--- src/rtl/note_judge.sv ---
// Per-lane rhythm-game hit judge: synchronises buttons, runs an IDLE/ARMED/JUDGED FSM per lane,
// and emits registered noteAction/noteSuccessState plus saturating hit/miss/combo statistics.
module note_judge #(
    parameter int CNT_W            = 16,
    parameter bit EMPTY_PRESS_MISS = 1'b0
) (
    input  logic             clk,
    input  logic             rst,
    input  logic             gameActive,
    input  logic             clearStats,
    input  logic [3:0]       buttons,
    input  logic [3:0]       noteWindow,
    output logic [3:0]       noteAction,
    output logic [3:0]       noteSuccessState,
    output logic [CNT_W-1:0] hitCount,
    output logic [CNT_W-1:0] missCount,
    output logic [CNT_W-1:0] combo,
    output logic [CNT_W-1:0] maxCombo
);

    typedef enum logic [1:0] {IDLE, ARMED, JUDGED} lane_state_t;

    logic [3:0]       r_s1, r_s2, r_s3;
    logic [3:0]       w_press;
    logic [3:0]       w_hit, w_miss;
    logic [3:0]       r_action, r_success;
    logic [CNT_W-1:0] r_hit_cnt, r_miss_cnt, r_combo, r_max_combo;
    logic [2:0]       w_h, w_m;
    logic [CNT_W-1:0] w_combo_next;

    function automatic logic [2:0] popcount4(input logic [3:0] v);
        return {2'b00, v[0]} + {2'b00, v[1]} + {2'b00, v[2]} + {2'b00, v[3]};
    endfunction

    // Increments are at most 4, so the carry bit alone flags overflow.
    function automatic logic [CNT_W-1:0] sat_add(input logic [CNT_W-1:0] a, input logic [2:0] b);
        logic [CNT_W:0] s;
        s = {1'b0, a} + {{(CNT_W-2){1'b0}}, b};
        return s[CNT_W] ? {CNT_W{1'b1}} : s[CNT_W-1:0];
    endfunction

    // Synchronisers keep running while the game is paused so re-enabling sees no false edge.
    always_ff @(posedge clk) begin
        if (rst) begin
            r_s1 <= 4'b0;
            r_s2 <= 4'b0;
            r_s3 <= 4'b0;
        end else begin
            r_s1 <= buttons;
            r_s2 <= r_s1;
            r_s3 <= r_s2;
        end
    end

    assign w_press = r_s2 & ~r_s3;

    generate
        for (genvar gi = 0; gi < 4; gi++) begin : g_lane
            lane_state_t r_state, w_state_next;
            logic        w_lane_hit, w_lane_miss;

            always_comb begin
                w_state_next = r_state;
                w_lane_hit   = 1'b0;
                w_lane_miss  = 1'b0;
                if (!gameActive) begin
                    w_state_next = IDLE;
                end else begin
                    case (r_state)
                        IDLE: begin
                            if (noteWindow[gi] && w_press[gi]) begin
                                w_lane_hit   = 1'b1;
                                w_state_next = JUDGED;
                            end else if (noteWindow[gi]) begin
                                w_state_next = ARMED;
                            end else if (w_press[gi] && EMPTY_PRESS_MISS) begin
                                w_lane_miss = 1'b1;
                            end
                        end
                        ARMED: begin
                            // A press in the same cycle as the window closing still counts as a hit.
                            if (w_press[gi]) begin
                                w_lane_hit   = 1'b1;
                                w_state_next = JUDGED;
                            end else if (!noteWindow[gi]) begin
                                w_lane_miss  = 1'b1;
                                w_state_next = IDLE;
                            end
                        end
                        JUDGED: begin
                            if (!noteWindow[gi]) w_state_next = IDLE;
                        end
                        default: w_state_next = IDLE;
                    endcase
                end
            end

            always_ff @(posedge clk) begin
                if (rst) r_state <= IDLE;
                else     r_state <= w_state_next;
            end

            assign w_hit[gi]  = w_lane_hit;
            assign w_miss[gi] = w_lane_miss;
        end
    endgenerate

    assign w_h = popcount4(w_hit);
    assign w_m = popcount4(w_miss);
    assign w_combo_next = (w_m != 3'd0) ? {CNT_W{1'b0}} : sat_add(r_combo, w_h);

    always_ff @(posedge clk) begin
        if (rst) begin
            r_action    <= 4'b0;
            r_success   <= 4'b0;
            r_hit_cnt   <= '0;
            r_miss_cnt  <= '0;
            r_combo     <= '0;
            r_max_combo <= '0;
        end else begin
            r_action  <= w_hit | w_miss;
            r_success <= (r_success & ~(w_hit | w_miss)) | w_hit;
            if (clearStats) begin
                r_hit_cnt   <= '0;
                r_miss_cnt  <= '0;
                r_combo     <= '0;
                r_max_combo <= '0;
            end else begin
                r_hit_cnt   <= sat_add(r_hit_cnt, w_h);
                r_miss_cnt  <= sat_add(r_miss_cnt, w_m);
                r_combo     <= w_combo_next;
                r_max_combo <= (w_combo_next > r_max_combo) ? w_combo_next : r_max_combo;
            end
        end
    end

    assign noteAction       = r_action;
    assign noteSuccessState = r_success;
    assign hitCount         = r_hit_cnt;
    assign missCount        = r_miss_cnt;
    assign combo            = r_combo;
    assign maxCombo         = r_max_combo;

endmodule

--- config.mk ---
export PLATFORM = sky130hd
export DESIGN_NAME = note_judge
export DESIGN_NICKNAME = d
export VERILOG_FILES = /design/src/rtl/note_judge.sv
export SDC_FILE = /design/constraint.sdc
export NUM_CORES = 1
export LEC_CHECK = 0
export ABC_AREA = 1
export BUFFER_PORTS_ARGS = -buffer_cell sky130_fd_sc_hd__buf_2
export CAP_MARGIN = 20
export CORE_AREA = 4 4 117 86
export CTS_CLUSTER_DIAMETER = 150
export DETAILED_ROUTE_END_ITERATION = 16
export DIE_AREA = 0 0 121 90
export PLACE_DENSITY = 0.79
export SLEW_MARGIN = 20
export SYNTH_ARGS = -nofsm -noshare
export SYNTH_HDL_FRONTEND = slang
export SYNTH_SLANG_ARGS = --single-unit
--- constraint.sdc ---
create_clock -name clk -period 4.9 [get_ports clk]
set_input_delay 0.49 -clock clk [delete_from_list [all_inputs] [get_ports clk]]
set_output_delay 0.49 -clock clk [all_outputs]
set_load 0.005 [all_outputs]
# ---- Word-level counts from Yosys, hierarchy flattened
# Cells that the tools add are included.
dict set report classes {
  addsub 9
  magnitude_cmp 1
  n_eq_ne 12
  n_mux 56
  bitwise_logic 7
  reduce_logical 11
}
# operator count
set ops {}
lappend ops {{2-to-1 mux 16 bit} 4}
lappend ops {{adder 16 x 3 -> 17 bit} 3}
lappend ops {{2-to-1 mux 2 bit} 16}
lappend ops {{2-to-1 mux 1 bit} 28}
lappend ops {{one-hot mux 2 bit (3 select lines)} 4}
lappend ops {{greater-than comparator 16 bit} 1}
lappend ops {{!= test 3 bit (second input constant)} 4}
lappend ops {{AND 4 bit} 2}
lappend ops {{== test 2 x 1 -> 1 bit (second input constant)} 4}
lappend ops {{== test 2 bit (second input constant)} 4}
lappend ops {{zero test 2 bit} 4}
lappend ops {{NOT 4 bit} 2}
lappend ops {{bitwise OR 4 bit} 2}
lappend ops {{one-hot mux 1 bit (2 select lines)} 4}
lappend ops {{adder 2 x 1 -> 3 bit} 2}
lappend ops {{adder 3 x 1 -> 3 bit} 2}
lappend ops {{adder 1 x 1 -> 2 bit} 2}
lappend ops {{logical AND 1 bit} 4}
lappend ops {{OR reduction 2 bit} 2}
lappend ops {{nonzero test 3 bit} 1}
lappend ops {{NOT 1 bit} 1}
dict set report totals {
  register_bits 92
  input_bits 12
  output_inout_bits 72
  wordCells 109
}

# ---- Logic depth before layout (Yosys ltp)
dict set report logic_depth {
  word_depth 13
  ltp_mapped 30
  mapped_depth_nobuf 29
}

# ---- Least setup slack after synthesis
# No wires, ideal clock.
dict set report synth_timing {
  path_type {in2reg}
  start {input port noteWindow[1]}
  end {register r_max_combo[0], in the netlist maxCombo[0]}
  setup_time_ns 0.115
  arrival_ns 4.249
  slack_ns 0.536
  cell_stages 23
  path_buffers 1
  path_cell_list {inv_1 a21oi_1 nand2_1 nor2_1 fa_1 ha_1 ha_1 inv_1 fa_1 inv_1 nand3_1 nand2_2 nand3_1 or2_2 nand3_1 inv_1 ha_1 nand2_1 nor3_1 nand3_1 clkbuf_1 a21oi_1 nor2_1}
}
dict set report synth_via {
  elab_chain_len 11
  elab_cells_between_ends 19
  classes_between {add/sub (7); order compare (1); mux (9); reduce/logical (2)}
}
# element line
set synth_rtl {}
lappend synth_rtl {{start: declaration} 12} ;# input logic [3:0] noteWindow,
lappend synth_rtl {{logical AND 1 bit} 71} ;# if (noteWindow[gi] && w_press[gi]) begin
lappend synth_rtl {{2-to-1 mux 1 bit} 71}
lappend synth_rtl {{one-hot mux 1 bit (2 select lines)} 69} ;# case (r_state)
lappend synth_rtl {{2-to-1 mux 1 bit} 66} ;# if (!gameActive) begin
lappend synth_rtl {{adder 1 x 1 -> 2 bit} 32} ;# return {2'b00, v[0]} + {2'b00, v[1]} + {2'b00, v[2]} + {2'b00, v[3]};
lappend synth_rtl {{adder 2 x 1 -> 3 bit} 32}
lappend synth_rtl {{adder 3 x 1 -> 3 bit} 32}
lappend synth_rtl {{adder 16 x 3 -> 17 bit} 38} ;# s = {1'b0, a} + {{(CNT_W-2){1'b0}}, b};
lappend synth_rtl {{2-to-1 mux 16 bit} 39} ;# return s[CNT_W] ? {CNT_W{1'b1}} : s[CNT_W-1:0];
lappend synth_rtl {{2-to-1 mux 16 bit (*)} 110} ;# assign w_combo_next = (w_m != 3'd0) ? {CNT_W{1'b0}} : sat_add(r_combo, w_h);
lappend synth_rtl {{net w_combo_next[12]} 29} ;# logic [CNT_W-1:0] w_combo_next;
lappend synth_rtl {{greater-than comparator 16 bit (*)} 132} ;# r_max_combo <= (w_combo_next > r_max_combo) ? w_combo_next : r_max_combo;
lappend synth_rtl {{end signal: assignment} 132}
lappend synth_rtl {{end: declaration} 27} ;# logic [CNT_W-1:0] r_hit_cnt, r_miss_cnt, r_combo, r_max_combo;
# The timed path passes the listed nets; every way through them passes the cells marked *.
# A chain may end at the register's enable or synchronous reset.

# ---- Final worst setup path
dict set report layout_timing {
  start {register g_lane[1].r_state[0]}
  end {register r_max_combo[12], in the netlist maxCombo[12]}
}
dict set report layout_via {
  elab_chain_len 10
  elab_cells_between_ends 17
  classes_between {add/sub (7); order compare (1); eq/ne (1); mux (6); reduce/logical (2)}
}
# element line
set layout_rtl {}
lappend layout_rtl {{start: declaration} 59} ;# lane_state_t r_state, w_state_next;
lappend layout_rtl {{start signal: assignment} 100} ;# else r_state <= w_state_next;
lappend layout_rtl {{== test 2 x 1 -> 1 bit / zero test 2 bit (equally long branches)} 69}
lappend layout_rtl {{one-hot mux 1 bit (2 select lines)} 69}
lappend layout_rtl {{2-to-1 mux 1 bit} 66}
lappend layout_rtl {{adder 1 x 1 -> 2 bit} 32}
lappend layout_rtl {{adder 2 x 1 -> 3 bit} 32}
lappend layout_rtl {{adder 3 x 1 -> 3 bit} 32}
lappend layout_rtl {{adder 16 x 3 -> 17 bit} 38}
lappend layout_rtl {{2-to-1 mux 16 bit} 39}
lappend layout_rtl {{2-to-1 mux 16 bit (*)} 110}
lappend layout_rtl {{net w_combo_next[12]} 29}
lappend layout_rtl {{greater-than comparator 16 bit} 132}
# Marks and branches as above.

==> out/qor.txt <==
mapped cell area: 0.00499 mm²
Detailed Route WL: 11,800 µm
post-synth cell types: 38
crit path from: g_lane[1].r_state[0]
Startpoint Class: flip-flop
R2R depth: 23
DRC errors left: 0
Clk Latency, worst-skew pair: 0.34 ns
largest net degree at the start of global routing: 34
clock tree buffer depth: 2
share of layout cells above drive strength 1: 18.2%
vias: 4,679
fin. max-slew vios: 0
first-pass GRT wire length: 19,700 µm
Tmin final: 4.58 ns
DP Worst Slack: -0.0916 ns
crit end category: flip-flop
Port Buffers: 83
Switching Share: 40.1%
min-delay src: buttons[2]
hold depth: 3
final setup margin: 0.320 ns
Syn Nets: 759
Comb power frac: 44.7%
Core Rows: 29
TritonCTS Sinks: 92
WHS Endpoint: r_s1[2]
Inserted Clock Buffers: 9
peak supply drop: 0.453 mV
Req. time, crit path: 5.13 ns
Area contributors post-synth: dfxtp_1 37%, nand2_1 11%, inv_1 9.0%, nor2_1 8.0%, ha_1 7.3%
Fmax: 0.218 GHz
GRT Resource Usage Total: 21.8%
RSZ-0062 raised after global routing: yes
final net count: 844
PwrDens: 482 mW/mm²
gp weighted congestion: 0.927
clock skew: 0.00576 ns
Vias/cell: 5.05
Max-Cap Viols: 0
relative slew slack: 57.4%
Overflow after GRT: 0
final design utilization: 66.0%
status: completed
Placeable Area: 0.00889 mm²
htree depth: 3
Synth Warn #: 0
Critical Path AT: 4.81 ns
Final ANT Viol Nets: 0
DP Wirelength: 8910 µm
min-delay worst type: input pin to flip-flop
ant diodes: 0
crit path kind: flip-flop to flip-flop
# IOs: 84
Initial Util: 56.1%
worst-margin pin slew: 0.639 ns
area grow syn2layout: 17.7%
worst r2r src: g_lane[1].r_state[0]
Synth Register Bits: 92
initial antenna violation count: 0
crit path max fanout: 22
Synth Instances: 713
Clock power frac: 24.9%
most area-hungry cell type in the Yosys netlist: dfxtp_1
Psw: 1.13 mW
Int Pwr: 1.69 mW
FF-to-FF End: maxCombo[12]
Die X: 121 µm
Die ar.: 0.0109 mm²
setup slack, reg-to-reg: 0.32 ns
CTS tree: done
top cell type's share of synthesized area: 36.9%
Pleak: 3.04 nW
# setup viols final: 0
period utilization: 93.5%
Fin. Hold Viols: 0
Initial DRC Count: 267
clock slew at reported path FFs: 0.06 ns
vias in the first global route: 4,304
Hold Buf Count CTS: 0
Seq/Total Area, Yosys: 36.9%
die height: 90 µm
WL/cell: 12.7 µm
sequential share of power: 30.4%
Root Driver: clkbuf_16
router iterations before antenna repair: 5
Mapped Avg Cell Area: 6.99 µm²
[critical path, cell delays in order (launching register included)]
cell and delay, ns:
dfxtp_1 0.31, inv_1 0.05, a21oi_1 0.16, nand2_1 0.09
nor2_1 0.19, fa_1 0.47, ha_1 0.32, ha_1 0.21
inv_1 0.09, fa_1 0.40, inv_1 0.09, nand3_1 0.08
nand2_2 0.16, nand3_1 0.13, or2_2 0.30, nand3_1 0.13
inv_1 0.06, ha_1 0.26, nand2_1 0.10, nor3_4 0.24
nand3_1 0.15, buf_4 0.25, a21oi_1 0.17, nor2_1 0.06
[placed cells by master, fill, tap and decap left out, drive strengths merged, types with 2 or more instances in the layout]
master  count
clkinv      3
nand2     156
a31oi       2
fa          5
nor2      114
nor3        6
clkbuf     11
nand4       8
nand3b      5
and3        4
nand3      55
nor4        6
xnor2       7
inv       125
a21oi      51
ha         29
buf        89
dfxtp      92
a211oi      3
xor2        7
o21ai      16
or2         5
[per-stage QoR]
stage | area (µm²) | cells | setup TNS, ns | power, mW | hold WS (ns)
CTS | 5820 | 926 | 0 | 2.77 | 0.337
detailed placement | 5510 | 910 | -0.470 | 2.06 | 0.402
global route | 5870 | 927 | -0.0722 | 3.07 | 0.345
finish | 5870 | 927 | 0 | 2.83 | 0.345
global placement | 5510 | 910 | 0 | 2.02 | 0.396
floorplan | 4990 | 713 | 0 | 1.78 | 0.388
[routing by layer]
metal	GRT usage [%]	up-vias	routed length, µm
li1	-	2401	-
met1	29.9	2123	5570
met2	33.5	130	5280
met3	5.52	25	708
met4	6.98	0	223
met5	0	-	0
[worst max-delay path by stage]
stage                        end  slack [ns]
floorplan            maxCombo[0]        0.54
global placement    maxCombo[15]        0.07
detailed placement  maxCombo[13]       -0.09
CTS                 maxCombo[13]        0.14
global route         maxCombo[1]       -0.02
finish              maxCombo[12]        0.32
[power by group through the flow]
stage | clock [mW] | sequential, mW | combinational (mW)
2_1_floorplan | 0 | 0.877 | 0.905
3_5_place_dp | 0 | 0.874 | 1.19
5_1_grt | 0.753 | 0.868 | 1.45
3_3_place_gp | 0 | 0.872 | 1.15
4_1_cts | 0.726 | 0.858 | 1.19
6_report | 0.704 | 0.858 | 1.26
[sequential cells by signal, indices dropped and copies added (netlist names)]
register          flops
r_s2                  4
g_lane.r_state        8
r_s1                  4
missCount            16
noteSuccessState      4
maxCombo             16
combo                16
hitCount             16
r_s3                  4
noteAction            4
[cells in the mapped netlist, drive strengths merged]
library cell  count
nand2           156
inv             124
nor2            114
dfxtp            92
nand3            55
a21oi            51
ha               29
o21ai            16
buf               8
nand4             8
clkbuf            7
xnor2             7
xor2              7
nor3              6
nor4              6
fa                5
nand3b            5
or2               5
and3              4
a211oi            3
a31oi             2
a21o              1
a221oi            1
clkinv            1
[kinds of logic after synthesis]
kind of cell	count (synthesis)	synth area share, %
flip-flops	92	36.9
XOR/XNOR	14	2.46
buffers and inverters	140	11.1
AND/OR/NAND/NOR	359	32.0
adder cells (fa/ha/maj)	34	9.28
AO/OA/AOI/OAI	74	8.26
[cell type report]
class / instances / area, µm²
multi-input combinational: 481 / 2620
tap: 124 / 155
inverter: 125 / 469
clock inverter: 5 / 60.1
timing repair buffer: 89 / 477
fill: 803 / 3020
sequential: 92 / 1840
clock buffer: 11 / 243
[repair_timing]
item	4_1_cts	5_1_grt
buffers inserted	0	1
resized for setup	0	8
endpoints found under the setup margin	0	16
Note: power is estimated with default switching activity, not from simulation.
